===== config.mk =====
export PLATFORM = sky130hd
export DESIGN_NAME = trade_order_executor
export DESIGN_NICKNAME = d
export VERILOG_FILES = /design/src/rtl/trade_order_executor.sv
export SDC_FILE = /design/constraint.sdc
export NUM_CORES = 1
export LEC_CHECK = 0
export ABC_AREA = 1
export CORE_MARGIN = 5
export CORE_UTILIZATION = 40
export CTS_BUF_LIST = sky130_fd_sc_hd__clkbuf_16
export DETAILED_ROUTE_END_ITERATION = 7
export PLACE_DENSITY = 0.65
export RECOVER_POWER = 100
export SLEW_MARGIN = 20
export SYNTH_ARGS = -nofsm -noshare
export SYNTH_HDL_FRONTEND = slang
export SYNTH_SLANG_ARGS = --single-unit

===== constraint.sdc =====
create_clock -name clk -period 5.37 [get_ports clk]
set_input_delay 0.8055 -clock clk [delete_from_list [all_inputs] [get_ports clk]]
set_output_delay 0.8055 -clock clk [all_outputs]
set_load 0.01 [all_outputs]

===== src/rtl/trade_order_executor.sv =====
`default_nettype none
// ============================================================================
// Module   : trade_order_executor
// Brief    : Turns per-tick buy/sell indications into discrete orders, enforces
//            per-stock position limits and cooldown, buffers orders in a small
//            FIFO and issues them over a valid/ready handshake.
//            Optional macro TRADE_STATS_EN adds handshaken buy/sell counters.
// Revision : 1.0 - initial release
// ============================================================================
module trade_order_executor #(
    parameter int MAX_POS    = 15,
    parameter int FIFO_DEPTH = 4,
    parameter int COOLDOWN   = 3
) (
    input  logic        clk,
    input  logic        rst,
    input  logic        sig_valid,
    input  logic        buy_signal,
    input  logic        sell_signal,
    input  logic [1:0]  stock_id_in,
    output logic        order_valid,
    input  logic        order_ready,
    output logic        order_side,
    output logic [1:0]  order_stock_id,
    output logic [15:0] positions,
    output logic        fifo_full,
    output logic [7:0]  drop_count,
`ifdef TRADE_STATS_EN
    output logic [15:0] buy_count,
    output logic [15:0] sell_count,
`endif
    output logic [7:0]  conflict_count
);

    localparam int c_AW  = (FIFO_DEPTH > 1) ? $clog2(FIFO_DEPTH) : 1;
    localparam int c_CW  = c_AW + 1;
    localparam int c_CDW = (COOLDOWN > 0) ? $clog2(COOLDOWN + 1) : 1;
    localparam logic [c_CW-1:0]  c_DEPTH   = c_CW'(FIFO_DEPTH);
    localparam logic [c_CDW-1:0] c_CD_LOAD = c_CDW'(COOLDOWN);
    localparam logic [3:0]       c_MAX     = 4'(MAX_POS);

    logic [3:0]      r_pos   [4];
    logic [c_CDW-1:0] r_cd   [4];
    logic [2:0]      r_mem   [FIFO_DEPTH];   // {side, stock_id}
    logic [c_AW-1:0] r_wr_ptr;
    logic [c_AW-1:0] r_rd_ptr;
    logic [c_CW-1:0] r_count;
    logic            r_full;
    logic [7:0]      r_drop;
    logic [7:0]      r_conflict;

    logic            w_valid;
    logic            w_pop;
    logic [3:0]      w_pos_sel;
    logic [c_CDW-1:0] w_cd_sel;
    logic            w_buy_cand;
    logic            w_sell_cand;
    logic            w_cand;
    logic            w_push;
    logic            w_drop;
    logic            w_conflict;
    logic [c_CW-1:0] w_count_nxt;

    assign w_valid   = (r_count != '0);
    assign w_pop     = w_valid && order_ready;
    assign w_pos_sel = r_pos[stock_id_in];
    assign w_cd_sel  = r_cd[stock_id_in];

    // A lone buy or sell becomes a candidate only if the limit and cooldown allow it
    assign w_buy_cand  = sig_valid && buy_signal && !sell_signal &&
                         (w_pos_sel < c_MAX) && (w_cd_sel == '0);
    assign w_sell_cand = sig_valid && sell_signal && !buy_signal &&
                         (w_pos_sel != 4'd0) && (w_cd_sel == '0);
    assign w_cand      = w_buy_cand || w_sell_cand;

    // A full FIFO still accepts a push when the head leaves on the same edge
    assign w_push      = w_cand && (!r_full || w_pop);
    assign w_drop      = w_cand && !w_push;
    assign w_conflict  = sig_valid && buy_signal && sell_signal;
    assign w_count_nxt = r_count + c_CW'(w_push) - c_CW'(w_pop);

    // Order FIFO storage, pointers, occupancy and registered full flag
    always_ff @(posedge clk) begin
        if (rst) begin
            for (int i = 0; i < FIFO_DEPTH; i++) begin
                r_mem[i] <= 3'd0;
            end
            r_wr_ptr <= '0;
            r_rd_ptr <= '0;
            r_count  <= '0;
            r_full   <= 1'b0;
        end else begin
            if (w_push) begin
                r_mem[r_wr_ptr] <= {w_sell_cand, stock_id_in};
                r_wr_ptr        <= r_wr_ptr + 1'b1;
            end
            if (w_pop) begin
                r_rd_ptr <= r_rd_ptr + 1'b1;
            end
            r_count <= w_count_nxt;
            r_full  <= (w_count_nxt == c_DEPTH);
        end
    end

    // Positions commit at enqueue; cooldown load wins over the per-cycle decrement
    always_ff @(posedge clk) begin
        if (rst) begin
            for (int i = 0; i < 4; i++) begin
                r_pos[i] <= 4'd0;
                r_cd[i]  <= '0;
            end
        end else begin
            for (int i = 0; i < 4; i++) begin
                if (w_push && (stock_id_in == 2'(i))) begin
                    r_cd[i]  <= c_CD_LOAD;
                    r_pos[i] <= w_sell_cand ? (r_pos[i] - 4'd1) : (r_pos[i] + 4'd1);
                end else if (r_cd[i] != '0) begin
                    r_cd[i] <= r_cd[i] - 1'b1;
                end
            end
        end
    end

    // Saturating drop and conflict counters
    always_ff @(posedge clk) begin
        if (rst) begin
            r_drop     <= 8'd0;
            r_conflict <= 8'd0;
        end else begin
            if (w_drop && (r_drop != 8'hFF)) begin
                r_drop <= r_drop + 8'd1;
            end
            if (w_conflict && (r_conflict != 8'hFF)) begin
                r_conflict <= r_conflict + 8'd1;
            end
        end
    end

`ifdef TRADE_STATS_EN
    logic [15:0] r_buy_count;
    logic [15:0] r_sell_count;

    // Saturating counts of handshaken orders per side
    always_ff @(posedge clk) begin
        if (rst) begin
            r_buy_count  <= 16'd0;
            r_sell_count <= 16'd0;
        end else if (w_pop) begin
            if (!r_mem[r_rd_ptr][2] && (r_buy_count != 16'hFFFF)) begin
                r_buy_count <= r_buy_count + 16'd1;
            end
            if (r_mem[r_rd_ptr][2] && (r_sell_count != 16'hFFFF)) begin
                r_sell_count <= r_sell_count + 16'd1;
            end
        end
    end

    assign buy_count  = r_buy_count;
    assign sell_count = r_sell_count;
`endif

    for (genvar g = 0; g < 4; g++) begin : g_pos
        assign positions[4*g +: 4] = r_pos[g];
    end

    assign order_valid    = w_valid;
    assign order_side     = w_valid && r_mem[r_rd_ptr][2];
    assign order_stock_id = w_valid ? r_mem[r_rd_ptr][1:0] : 2'd0;
    assign fifo_full      = r_full;
    assign drop_count     = r_drop;
    assign conflict_count = r_conflict;

endmodule
`default_nettype wire


==> metrics.txt <==
# TYPE chip_impl_metric gauge
chip_impl_metric{name="io_pins",unit=""} 45
chip_impl_metric{name="die-width",unit="um"} 105
chip_impl_info{name="worst_r2r_endpoint",value="fifo_full$_SDFF_PP0_"} 1
chip_impl_metric{name="report.final.hold_viol_count",unit=""} 0
chip_impl_metric{name="grt_overflow_total",unit=""} 0
chip_impl_metric{name="worst_ep_required_time",unit="ps"} 5620
chip_impl_info{name="mostFrequentLayoutCell",value="sky130_fd_sc_hd__nand2_1"} 1
chip_impl_metric{name="n_antenna_cell",unit=""} 0
chip_impl_metric{name="rr_worst_depth",unit=""} 16
chip_impl_metric{name="grt_first_pass_wirelength",unit="um"} 13400
chip_impl_metric{name="fin_worst_hold_slack",unit="ps"} 467
chip_impl_metric{name="antenna_found_initial",unit=""} 0
chip_impl_metric{name="cts_setup_buffers",unit=""} 0
chip_impl_info{name="min_path_type",value="flip-flop to flip-flop"} 1
chip_impl_metric{name="cts-buffers-inserted",unit=""} 9
chip_impl_info{name="crit_path_start_kind",value="input port"} 1
chip_impl_metric{name="layout.filler_cells",unit=""} 848
chip_impl_metric{name="cts_max_level",unit=""} 3
chip_impl_metric{name="power_density",unit="nW/um2"} 370
chip_impl_metric{name="drc_errors",unit=""} 0
chip_impl_metric{name="cts.reportedPaths.clkPinSlew",unit="ps"} 50
chip_impl_metric{name="path_length_in_cells_of_the_critical_path",unit=""} 18
chip_impl_metric{name="worstMarginPinSlew",unit="ps"} 949
chip_impl_metric{name="vias",unit=""} 2997
chip_impl_metric{name="cts.path.max_buffers",unit=""} 2
chip_impl_metric{name="cts_hold_buffers",unit=""} 0
chip_impl_info{name="rr_startpoint",value="r_cd[2][0]$_SDFFCE_PN0P_"} 1
chip_impl_metric{name="final.setup.worst_slack",unit="ps"} 960
chip_impl_metric{name="maxSlewHeadroom",unit=""} 0.368
chip_impl_metric{name="gr-usage-all-layers",unit=""} 0.147
chip_impl_metric{name="synth_warnings",unit=""} 0
chip_impl_metric{name="fin_crit_sh",unit=""} 0.821
chip_impl_metric{name="finish.net_count",unit=""} 528
chip_impl_metric{name="dr.first_iter.drc_count",unit=""} 93
chip_impl_metric{name="timing.final.setup_violations",unit=""} 0
chip_impl_metric{name="vias_per_cell",unit=""} 4.90
chip_impl_info{name="endpoint_kind",value="flip-flop"} 1
chip_impl_info{name="root_buffer_cell",value="sky130_fd_sc_hd__clkbuf_16"} 1
chip_impl_metric{name="dr.pass1.iters",unit=""} 4
chip_impl_metric{name="slowest_delay",unit="ps"} 940
chip_impl_metric{name="post_drt_wl_per_cell",unit="um"} 12.7
chip_impl_metric{name="gp_congestion",unit=""} 0.810
chip_impl_info{name="grt_setup_unrepaired",value="no"} 1
chip_impl_metric{name="p_leak",unit="nW"} 2.00
chip_impl_metric{name="floorplan.die_area",unit="um2"} 11100
chip_impl_info{name="holdPathEnd",value="r_rd_ptr[1]$_SDFFE_PP0P_"} 1
chip_impl_metric{name="mappedNetlistArea",unit="um2"} 3630
chip_impl_metric{name="worst_skew_pair.late_latency",unit="ps"} 330
chip_impl_metric{name="min_period",unit="ps"} 4410
chip_impl_info{name="cp_top_family",value="buffers and inverters"} 1
chip_impl_metric{name="timing.critical_path.buf_inv",unit=""} 3
chip_impl_metric{name="synthToLayoutAreaGrowth",unit="%"} 21.6
chip_impl_metric{name="timing.reg2reg.setup_slack",unit="ps"} 2350
chip_impl_metric{name="final-max-slew-violation-count",unit=""} 0
chip_impl_metric{name="path_max_fanout",unit=""} 20
chip_impl_metric{name="core_area",unit="um2"} 8760
chip_impl_metric{name="totalNegativeSetupSlack",unit="ps"} 0
chip_impl_metric{name="syn_avg_cell_area",unit="um2"} 8.01
chip_impl_metric{name="post_synth_inst_count",unit=""} 453
chip_impl_metric{name="layout_cells_sized_above_1",unit=""} 0.0556
chip_impl_metric{name="grt_start_max_net_pins",unit=""} 22
chip_impl_metric{name="row_count",unit=""} 34
chip_impl_metric{name="synth_seq_cells",unit=""} 62
chip_impl_info{name="worst_hold_startpoint",value="r_rd_ptr[1]$_SDFFE_PP0P_"} 1
chip_impl_metric{name="clock-skew-final",unit="ps"} 6.42
chip_impl_info{name="cts_tree",value="done"} 1
chip_impl_metric{name="detailed_place_hpwl",unit="um"} 5780
chip_impl_metric{name="syn-num-nets",unit=""} 482
chip_impl_metric{name="clock-sinks",unit=""} 62
chip_impl_metric{name="placement_stage_worst_setup_slack",unit="ps"} 951
chip_impl_metric{name="port_buffers",unit=""} 44
chip_impl_metric{name="post_cts_resize_count",unit=""} 0
chip_impl_info{name="run_status",value="complete, no violations"} 1
chip_impl_metric{name="synth_seq_area_share",unit=""} 0.441
chip_impl_metric{name="initial_utilization",unit=""} 0.414
chip_impl_metric{name="first_global_vias",unit=""} 2933
chip_impl_metric{name="die_y",unit="um"} 105
chip_impl_metric{name="yosysUniqueCellTypes",unit=""} 29
chip_impl_info{name="crit_chain",value="dlygate4sd3_1 -> inv_1 -> nand2_1 -> nor2_1 -> nor2_1 -> nand3_1 -> nor2_1 -> nand2_4 -> nand2_1 -> nand2_4 -> ha_1 -> inv_1 -> ha_1 -> fa_1 -> xnor2_1 -> xor2_1 -> nand2_1 -> nor3_1"} 1
chip_impl_metric{name="vdd_ir_drop_max",unit="V"} 0.000162
chip_impl_info{name="timing.critical_path.slowest_stage_cell",value="sky130_fd_sc_hd__dlygate4sd3_1"} 1
chip_impl_info{name="mostFrequentLayoutCells",value="sky130_fd_sc_hd__nand2_1, sky130_fd_sc_hd__inv_1, sky130_fd_sc_hd__nor2_1, sky130_fd_sc_hd__dlygate4sd3_1"} 1
chip_impl_metric{name="totalWireLength",unit="um"} 7780
chip_impl_info{name="category_of_the_most_critical_setup_path",value="input port to flip-flop"} 1
chip_impl_metric{name="detail-route-antenna-nets",unit=""} 0
chip_impl_metric{name="arr_time_crit_path",unit="ps"} 4660
chip_impl_metric{name="holdPathStages",unit=""} 2
chip_impl_metric{name="timing.max_cap.violations",unit=""} 0
chip_impl_metric{name="max_clock_freq",unit="GHz"} 0.227
## layout make-up
| type | count | area, um2 | share of cell area |
|---|---|---|---|
| Sequential cell | 62 | 1600 | 0.363 |
| Clock buffer | 12 | 300 | 0.0680 |
| Tap cell | 108 | 135 | 0.0306 |
| Clock inverter | 4 | 21.3 | 0.00482 |
| Inverter | 64 | 240 | 0.0544 |
| Timing Repair Buffer | 45 | 444 | 0.101 |
| Multi-Input combinational cell | 317 | 1670 | 0.379 |
## worst min-delay path, delay by kind of cell, from the launching register on
kind	cells	cell delay, ps
buffers and inverters	1	50
flip-flops	1	290
AO/OA/AOI/OAI	1	60
## cells by family after synthesis
family | count (synthesis) | synth area share
XOR/XNOR | 14 | 0.0338
buffers and inverters | 74 | 0.0800
AO/OA/AOI/OAI | 52 | 0.0731
AND/OR/NAND/NOR | 230 | 0.289
flip-flops | 62 | 0.441
adder cells (fa/ha/maj) | 21 | 0.0827
## per-stage QoR
stage | total power, mW | std cells | utilization | cell area, um2
5_1_grt | 1.74 | 612 | 0.504 | 4410
2_1_floorplan | 0.925 | 453 | - | 3630
3_3_place_gp | 1.05 | 596 | 0.475 | 4160
4_1_cts | 1.67 | 612 | 0.512 | 4480
3_5_place_dp | 1.07 | 596 | 0.475 | 4160
6_report | 1.64 | 612 | 0.504 | 4410
## flip-flops by register name (all words and copies together) (netlist names), named ones only
signal,flops
conflict_count,8
drop_count,8
fifo_full,1
r_cd,8
r_count,3
r_mem,12
r_pos,16
r_rd_ptr,2
r_wr_ptr,2
## per-layer routing
layer,track usage,share of wire,up-vias
met5,0,0,-
met4,0.0557,0.014,0
met3,0.0385,0.032,7
met2,0.244,0.49,43
met1,0.183,0.46,1382
li1,-,-,1565
## how the worst max path moves through the flow
stage	startpoint	slack, ps	end
after floorplan	stock_id_in[0]	2180	fifo_full$_SDFF_PP0_
after global placement	stock_id_in[0]	1100	fifo_full$_SDFF_PP0_
after detailed placement	stock_id_in[0]	950	fifo_full$_SDFF_PP0_
after CTS	stock_id_in[0]	1300	fifo_full$_SDFF_PP0_
after global routing	stock_id_in[0]	560	r_mem[2][0]$_SDFFCE_PN0P_
final	stock_id_in[0]	960	fifo_full$_SDFF_PP0_
## power breakdown
group	internal, mW	switching (mW)	total [mW]	leakage, nW
logic	0.168	0.240	0.408	1.25
registers	0.581	0.0452	0.626	0.588
clock network	0.394	0.207	0.601	0.164
total	1.14	0.492	1.64	2.00
## cells in the mapped netlist
cell	number	area, um2
sky130_fd_sc_hd__nand3b_1	1	7.51
sky130_fd_sc_hd__nor3b_1	1	7.51
sky130_fd_sc_hd__edfxtp_1	36	1080
sky130_fd_sc_hd__nand2_4	4	45.0
sky130_fd_sc_hd__inv_1	59	221
sky130_fd_sc_hd__xnor2_1	5	43.8
sky130_fd_sc_hd__o21ai_0	17	85.1
sky130_fd_sc_hd__nor2_1	59	221
sky130_fd_sc_hd__o21ai_1	7	35.0
sky130_fd_sc_hd__nand2_2	1	6.26
sky130_fd_sc_hd__dfxtp_1	26	521
sky130_fd_sc_hd__buf_2	4	20.0
sky130_fd_sc_hd__nand3_1	36	180
sky130_fd_sc_hd__nand4_1	7	43.8
sky130_fd_sc_hd__clkinv_1	1	3.75
sky130_fd_sc_hd__buf_4	2	15.0
sky130_fd_sc_hd__or2_2	5	31.3
sky130_fd_sc_hd__inv_2	4	15.0
sky130_fd_sc_hd__nor2_2	2	12.5
sky130_fd_sc_hd__nor3_2	7	70.1
sky130_fd_sc_hd__nor2_8	1	20.0
sky130_fd_sc_hd__xor2_1	9	78.8
sky130_fd_sc_hd__ha_1	16	200
sky130_fd_sc_hd__a21oi_1	27	135
sky130_fd_sc_hd__nand2_1	101	379
sky130_fd_sc_hd__o21ba_2	1	10.0
sky130_fd_sc_hd__nor3_1	5	25.0
sky130_fd_sc_hd__fa_1	5	100
sky130_fd_sc_hd__clkbuf_1	4	15.0
(Power assumes the default switching activity.)
